--- config.mk ---
export PLATFORM = sky130hd
export DESIGN_NAME = frame_transmit_flat
export DESIGN_NICKNAME = d
export VERILOG_FILES = /design/src/rtl/frame_transmit_if.sv /design/src/rtl/frame_transmit.sv /design/src/flat_wrapper.sv
export SDC_FILE = /design/constraint.sdc
export NUM_CORES = 1
export LEC_CHECK = 0
export CELL_PAD_IN_SITES_DETAIL_PLACEMENT = 0
export CELL_PAD_IN_SITES_GLOBAL_PLACEMENT = 1
export CORE_MARGIN = 3
export CORE_UTILIZATION = 35
export CTS_BUF_LIST = sky130_fd_sc_hd__clkbuf_4 sky130_fd_sc_hd__clkbuf_8 sky130_fd_sc_hd__clkbuf_16
export DETAILED_ROUTE_END_ITERATION = 10
export PLACE_DENSITY = 0.62
export SYNTH_ARGS = -nofsm -noshare
export SYNTH_HDL_FRONTEND = slang
export SYNTH_SLANG_ARGS = --single-unit
export TNS_END_PERCENT = 30
--- constraint.sdc ---
create_clock -name clk -period 4.5 [get_ports clk]
set_input_delay 1.125 -clock clk [delete_from_list [all_inputs] [get_ports clk]]
set_output_delay 1.125 -clock clk [all_outputs]
set_load 0.02 [all_outputs]
--- src/rtl/frame_transmit_if.sv ---
// Host/line signal bundle for the framed serial transmitter.
// The master side is the host; the slave side is the transmitter itself.
interface frame_transmit_if;
  logic [7:0] baudrate;
  logic       txfifowrite;
  logic [7:0] datain;
  logic       TX;
  logic       busy;
  logic       full;
  logic       empty;
  logic       over;

  modport master (
    output baudrate, txfifowrite, datain,
    input  TX, busy, full, empty, over
  );

  modport slave (
    input  baudrate, txfifowrite, datain,
    output TX, busy, full, empty, over
  );
endinterface

--- src/rtl/frame_transmit.sv ---
// Framed serial transmitter: TX FIFO plus serialiser emitting
// start, 4-bit size, N data bytes, CRC-8, stop -- one bit per baud period.

module crc #(
  parameter logic [7:0] POLY = 8'h07
) (
  input  logic       enable,
  input  logic       clk,
  input  logic       reset,
  input  logic       in,
  output logic [7:0] out
);
  // Synchronous clear; the transmitter holds it asserted while idle.
  always_ff @(posedge clk) begin
    if (reset)
      out <= '0;
    else if (enable)
      out <= {out[6:0], 1'b0} ^ ((out[7] ^ in) ? POLY : '0);
  end
endmodule

module frame_transmit #(
  parameter int unsigned FIFO_DEPTH = 16,
  parameter logic [7:0]  CRC_POLY   = 8'h07
) (
  input logic              clk,
  input logic              rst_n,
  frame_transmit_if.slave  bus
);
  localparam int unsigned AW = $clog2(FIFO_DEPTH);

  typedef enum logic [2:0] {IDLE, START, SIZE, DATA, CRC, STOP} state_t;

  logic [7:0]    mem [FIFO_DEPTH];
  logic [AW-1:0] wptr, rptr;
  logic [AW:0]   count;
  logic          full, empty, over, wr, pop;
  logic [3:0]    n_avail;

  state_t     state;
  logic [7:0] cnt, baud_l, shreg, head, crc_out;
  logic [3:0] nsize, bytes_left;
  logic [2:0] bitidx, nxt;
  logic       tx, busy, tick, crc_en, crc_in, crc_clr;

  assign full    = (count == (AW+1)'(FIFO_DEPTH));
  assign empty   = (count == '0);
  assign wr      = bus.txfifowrite && !full;
  assign n_avail = (count > (AW+1)'(15)) ? 4'd15 : 4'(count);
  assign head    = mem[rptr];
  assign tick    = (cnt == baud_l);
  assign nxt     = bitidx - 3'd1;
  assign crc_clr = (state == IDLE);

  assign bus.TX    = tx;
  assign bus.busy  = busy;
  assign bus.full  = full;
  assign bus.empty = empty;
  assign bus.over  = over;

  always_ff @(posedge clk) begin
    if (wr)
      mem[wptr] <= bus.datain;
  end

  always_ff @(posedge clk or negedge rst_n) begin
    if (!rst_n) begin
      wptr  <= '0;
      rptr  <= '0;
      count <= '0;
      over  <= 1'b0;
    end else begin
      if (wr)
        wptr <= wptr + AW'(1);
      if (pop)
        rptr <= rptr + AW'(1);
      case ({wr, pop})
        2'b10:   count <= count + (AW+1)'(1);
        2'b01:   count <= count - (AW+1)'(1);
        default: count <= count;
      endcase
      if (bus.txfifowrite && full)
        over <= 1'b1;
    end
  end

  // The CRC is fed on the cycle a size/data bit is launched, so the register
  // already holds the final value when the CRC field begins.
  always_comb begin
    pop    = 1'b0;
    crc_en = 1'b0;
    crc_in = 1'b0;
    if (tick) begin
      case (state)
        START: begin
          crc_en = 1'b1;
          crc_in = nsize[3];
        end
        SIZE: begin
          crc_en = 1'b1;
          if (bitidx == 3'd0) begin
            pop    = 1'b1;
            crc_in = head[7];
          end else begin
            crc_in = nsize[nxt[1:0]];
          end
        end
        DATA: begin
          if (bitidx != 3'd0) begin
            crc_en = 1'b1;
            crc_in = shreg[nxt];
          end else if (bytes_left != 4'd0) begin
            pop    = 1'b1;
            crc_en = 1'b1;
            crc_in = head[7];
          end
        end
        default: ;
      endcase
    end
  end

  crc #(.POLY(CRC_POLY)) u_crc (
    .enable (crc_en),
    .clk    (clk),
    .reset  (crc_clr),
    .in     (crc_in),
    .out    (crc_out)
  );

  always_ff @(posedge clk or negedge rst_n) begin
    if (!rst_n) begin
      state      <= IDLE;
      cnt        <= '0;
      baud_l     <= '0;
      nsize      <= '0;
      bytes_left <= '0;
      bitidx     <= '0;
      shreg      <= '0;
      tx         <= 1'b0;
      busy       <= 1'b0;
    end else begin
      if (state != IDLE)
        cnt <= tick ? '0 : cnt + 8'd1;
      case (state)
        IDLE: begin
          tx <= 1'b0;
          if (!empty) begin
            state      <= START;
            tx         <= 1'b1;
            busy       <= 1'b1;
            cnt        <= '0;
            baud_l     <= bus.baudrate;
            nsize      <= n_avail;
            bytes_left <= n_avail;
          end
        end
        START: if (tick) begin
          state  <= SIZE;
          tx     <= nsize[3];
          bitidx <= 3'd3;
        end
        SIZE: if (tick) begin
          if (bitidx == 3'd0) begin
            state      <= DATA;
            tx         <= head[7];
            shreg      <= head;
            bitidx     <= 3'd7;
            bytes_left <= bytes_left - 4'd1;
          end else begin
            tx     <= nsize[nxt[1:0]];
            bitidx <= nxt;
          end
        end
        DATA: if (tick) begin
          if (bitidx != 3'd0) begin
            tx     <= shreg[nxt];
            bitidx <= nxt;
          end else if (bytes_left == 4'd0) begin
            state  <= CRC;
            tx     <= crc_out[7];
            bitidx <= 3'd7;
          end else begin
            tx         <= head[7];
            shreg      <= head;
            bitidx     <= 3'd7;
            bytes_left <= bytes_left - 4'd1;
          end
        end
        CRC: if (tick) begin
          if (bitidx == 3'd0) begin
            state <= STOP;
            tx    <= 1'b0;
          end else begin
            tx     <= crc_out[nxt];
            bitidx <= nxt;
          end
        end
        STOP: if (tick) begin
          state <= IDLE;
          tx    <= 1'b0;
          busy  <= 1'b0;
        end
        default: state <= IDLE;
      endcase
    end
  end
endmodule

--- src/flat_wrapper.sv ---
// flat-port wrapper written by rule: the top's interface ports become plain ports
module frame_transmit_flat 
#(
  parameter int unsigned FIFO_DEPTH = 16,
  parameter logic [7:0]  CRC_POLY   = 8'h07
)
  (clk, rst_n, bus_baudrate, bus_txfifowrite, bus_datain, bus_TX, bus_busy, bus_full, bus_empty, bus_over);
  frame_transmit_if bus_i ();
  input logic clk;
  input logic rst_n;
  input wire logic [$bits(bus_i.baudrate)-1:0] bus_baudrate;
  input wire logic [$bits(bus_i.txfifowrite)-1:0] bus_txfifowrite;
  input wire logic [$bits(bus_i.datain)-1:0] bus_datain;
  output wire logic [$bits(bus_i.TX)-1:0] bus_TX;
  output wire logic [$bits(bus_i.busy)-1:0] bus_busy;
  output wire logic [$bits(bus_i.full)-1:0] bus_full;
  output wire logic [$bits(bus_i.empty)-1:0] bus_empty;
  output wire logic [$bits(bus_i.over)-1:0] bus_over;
  assign bus_i.baudrate = bus_baudrate;
  assign bus_i.txfifowrite = bus_txfifowrite;
  assign bus_i.datain = bus_datain;
  assign bus_TX = bus_i.TX;
  assign bus_busy = bus_i.busy;
  assign bus_full = bus_i.full;
  assign bus_empty = bus_i.empty;
  assign bus_over = bus_i.over;
  frame_transmit #(.FIFO_DEPTH(FIFO_DEPTH), .CRC_POLY(CRC_POLY)) u_core (.clk(clk), .rst_n(rst_n), .bus(bus_i));
endmodule
==> results.txt <==
status -> finished clean
Worst path max stage delay -> 710 ps
Final Hold Violating Endpoints -> 0
post-CTS setup buffers -> 0
Post-Syn Nets -> 558
Req. time, crit path -> 4810 ps
register bit total from synthesis -> 190
Total Wirelength -> 16,200 um
DRT Pass-1 Iters -> 5
max-cap violations -> 0
vias in the first global route -> 4,541
delay-heaviest family, CP -> simple AND/OR/NAND/NOR gates
post-route setup slack -> 901 ps
initial antenna violation count -> 0
Inserted Diodes -> 0
worst vdd ir -> 0.273 mV
worst-skew pair later-pin latency -> 440 ps
Post-Route Skew -> 19.5 ps
# IOs -> 24
fin cells -> 877
Vias -> 4,391
clock root cell -> clkbuf_16
CTS tree -> built
Post-route DRC -> 0
placed wire-length estimate -> 11,100 um
Worst setup SP type -> register
PostCTS Resize Cnt -> 0
area growth from synthesis to layout -> 15.0%
clk sinks -> 190
hold_buf cts -> 0
fmax -> 0.278 GHz
FFs w/ async S/R, synth -> 28.4%
register area share after synthesis -> 65.2%
placed standard-cell area -> 8810 um^2
Slew headroom -> 17.7%
vias per inst -> 5.01
first-pass GRT wire length -> 26,400 um
critical path fanouts, max -> 13
Placeable Area -> 22,800 um^2
Final Slew Violations -> 0
total negative slack -> 0 ps
syn avg cell area -> 15.6 um^2
pre-CTS WS -> 808 ps
global-route total usage across every layer -> 13.4%
critical path capture point type -> register
grt total ovfl -> 0
slack of the worst reg-to-reg path -> 900 ps
number of synthesis warnings -> 0
Nets -> 584
DRT iter0 DRCs -> 278
dominant synthesized flop cell -> edfxtp_1
layout cells sized above 1 -> 19.9%
hold crit path type -> register to register
Buf/Inv on CP -> 1
Design Area, Final -> 9440 um^2
total CTS buffers -> 17
fin crit period -> 3600 ps
Antenna Nets Post-Route -> 0
sequence of cells on the critical path -> xor2_1, nor4_1, nand2_1, nor2_1, buf_4, ha_1, ha_1, a21o_1, a21oi_1, xor2_1, nor2_1, xor2_1
routability cong. -> 0.779
Initial Util -> 35.9%
EDFF count, synth -> 128
power density cells -> 563 nW/um^2
Synth Instances -> 525
Worst-Margin Slew -> 1230 ps
WP data arrival -> 3910 ps
Post-Place Cells -> 845
Setup-failing EPs final -> 0
clock-pin slew on the worst setup and hold paths -> 80 ps
num rows -> 55
drt wl/cell -> 18.5 um
Die Wd -> 159 um
CTS max path bufs -> 2
Buffers on Ports -> 23
Netlist cell types -> 48
die area -> 25,300 um^2
largest net degree at the start of global routing -> 30
post-synthesis instance area -> 8210 um^2
Final Util -> 41.3%
Leak -> 3.36 nW
critical path's most frequent cell -> xor2_1
RSZ-0062 raised after global routing -> false
CTS H-tree lvls -> 4
Setup CP Type -> register to register
Die H -> 159 um
fin crit share -> 80.0%
critical path's slowest cell -> nor4_1
-- power by group --
part | leakage [nW] | switching (mW) | internal [mW] | total [mW]
combinational | 1.15 | 0.717 | 0.606 | 1.32
clock | 0.306 | 0.794 | 0.783 | 1.58
sequential | 1.90 | 0.244 | 2.18 | 2.42
-- synth_stat cells (4+ instances only) --
cell type / instances / area share, %
edfxtp_1: 128 / 47
dfrtp_1: 54 / 16
nor2_1: 46 / 2.1
mux4_2: 45 / 12
nand2_1: 24 / 1.1
a21oi_1: 20 / 1.2
o21ai_0: 19 / 1.2
clkbuf_1: 18 / 0.82
mux2_2: 18 / 2.5
xor2_1: 15 / 1.6
ha_1: 13 / 2.0
inv_1: 12 / 0.55
dfxtp_1: 8 / 2.0
nand2b_1: 8 / 0.61
nand3_1: 8 / 0.49
nor3_1: 8 / 0.49
xnor2_1: 8 / 0.85
o21ai_1: 7 / 0.43
buf_1: 6 / 0.27
mux2i_1: 5 / 0.61
a21o_1: 4 / 0.37
and3_1: 4 / 0.30
mux2_1: 4 / 0.55
nand4_1: 4 / 0.30
-- through the flow --
stage,total power [mW],hold WS (ps)
2_1_floorplan,3.40,466
4_1_cts,5.39,461
6_report,5.32,457
5_1_grt,5.65,480
3_5_place_dp,3.81,447
3_3_place_gp,3.76,441
-- sequential cells by signal (all words and copies together), names as in the netlist --
signal,count
u_core.mem,128
u_core.baud_l,8
u_core.cnt,8
u_core.shreg,8
u_core.u_crc.out,8
u_core.count,5
u_core.bytes_left,4
u_core.nsize,4
u_core.rptr,4
u_core.wptr,4
u_core.bitidx,3
u_core.state,3
u_core.bus.TX,1
u_core.bus.busy,1
u_core.bus.over,1
-- path summary, 6_finish.rpt --
| check | start | endpoint | cells after the start |
|---|---|---|---|
| min reg2reg | u_core.bus.over | u_core.bus.over | 1 |
| max | u_core.cnt[2] | u_core.count[4] | 12 |
| max reg2reg | u_core.cnt[2] | u_core.count[4] | 12 |
| min in group asynchronous | rst_n | u_core.cnt[2] | 1 |
| min | u_core.bus.over | u_core.bus.over | 1 |
| max in group asynchronous | rst_n | u_core.rptr[0] | 2 |
-- layout by cell type (no fill, tap or decap), drive strengths merged, types with 3 or more instances in the layout --
| master | count |
|---|---|
| edfxtp | 128 |
| dfrtp | 54 |
| nor2 | 46 |
| mux4 | 45 |
| o21ai | 26 |
| nand2 | 24 |
| clkdlybuf4s50 | 22 |
| mux2 | 22 |
| inv | 22 |
| a21oi | 20 |
| clkbuf | 17 |
| xor2 | 15 |
| ha | 13 |
| buf | 12 |
| nor3 | 9 |
| nand3 | 8 |
| nand2b | 8 |
| xnor2 | 8 |
| dfxtp | 8 |
| mux2i | 5 |
| clkinv | 5 |
| a21o | 4 |
| and3 | 4 |
| nand4 | 4 |
| nor2b | 4 |
| nor4 | 3 |
| nand3b | 3 |
| o31ai | 3 |
-- cell type report --
cell class / instances / area, um^2
Inverter: 12 / 45.0
Multi-Input combinational cell: 296 / 2710
Tap cell: 313 / 392
Sequential cell: 190 / 5360
Clock buffer: 17 / 425
Timing Repair Buffer: 34 / 308
Clock inverter: 15 / 211
Fill cell: 2116 / 13400
-- layer usage --
metal  GRT usage [%]  part of all wire (%)  vias to the layer above
met5               0                     0                        -
met4            3.38                   1.0                        0
met3            2.68                   3.6                       13
met2            22.8                    51                       82
met1            17.8                    44                     2252
li1                -                     -                     2044
-- cells by family (layout without fill, tap and decap cells) --
logic type / Yosys count / after routing / share of synthesized area, %
flops: 190 / 190 / 65.2
mux: 72 / 72 / 16.0
buf+inv: 39 / 78 / 1.83
simple gates: 120 / 120 / 7.15
xor+xnor: 25 / 25 / 3.00
compound gates: 65 / 65 / 4.60
fa+ha+maj: 14 / 14 / 2.22
Note: power is estimated with default switching activity, not from simulation.
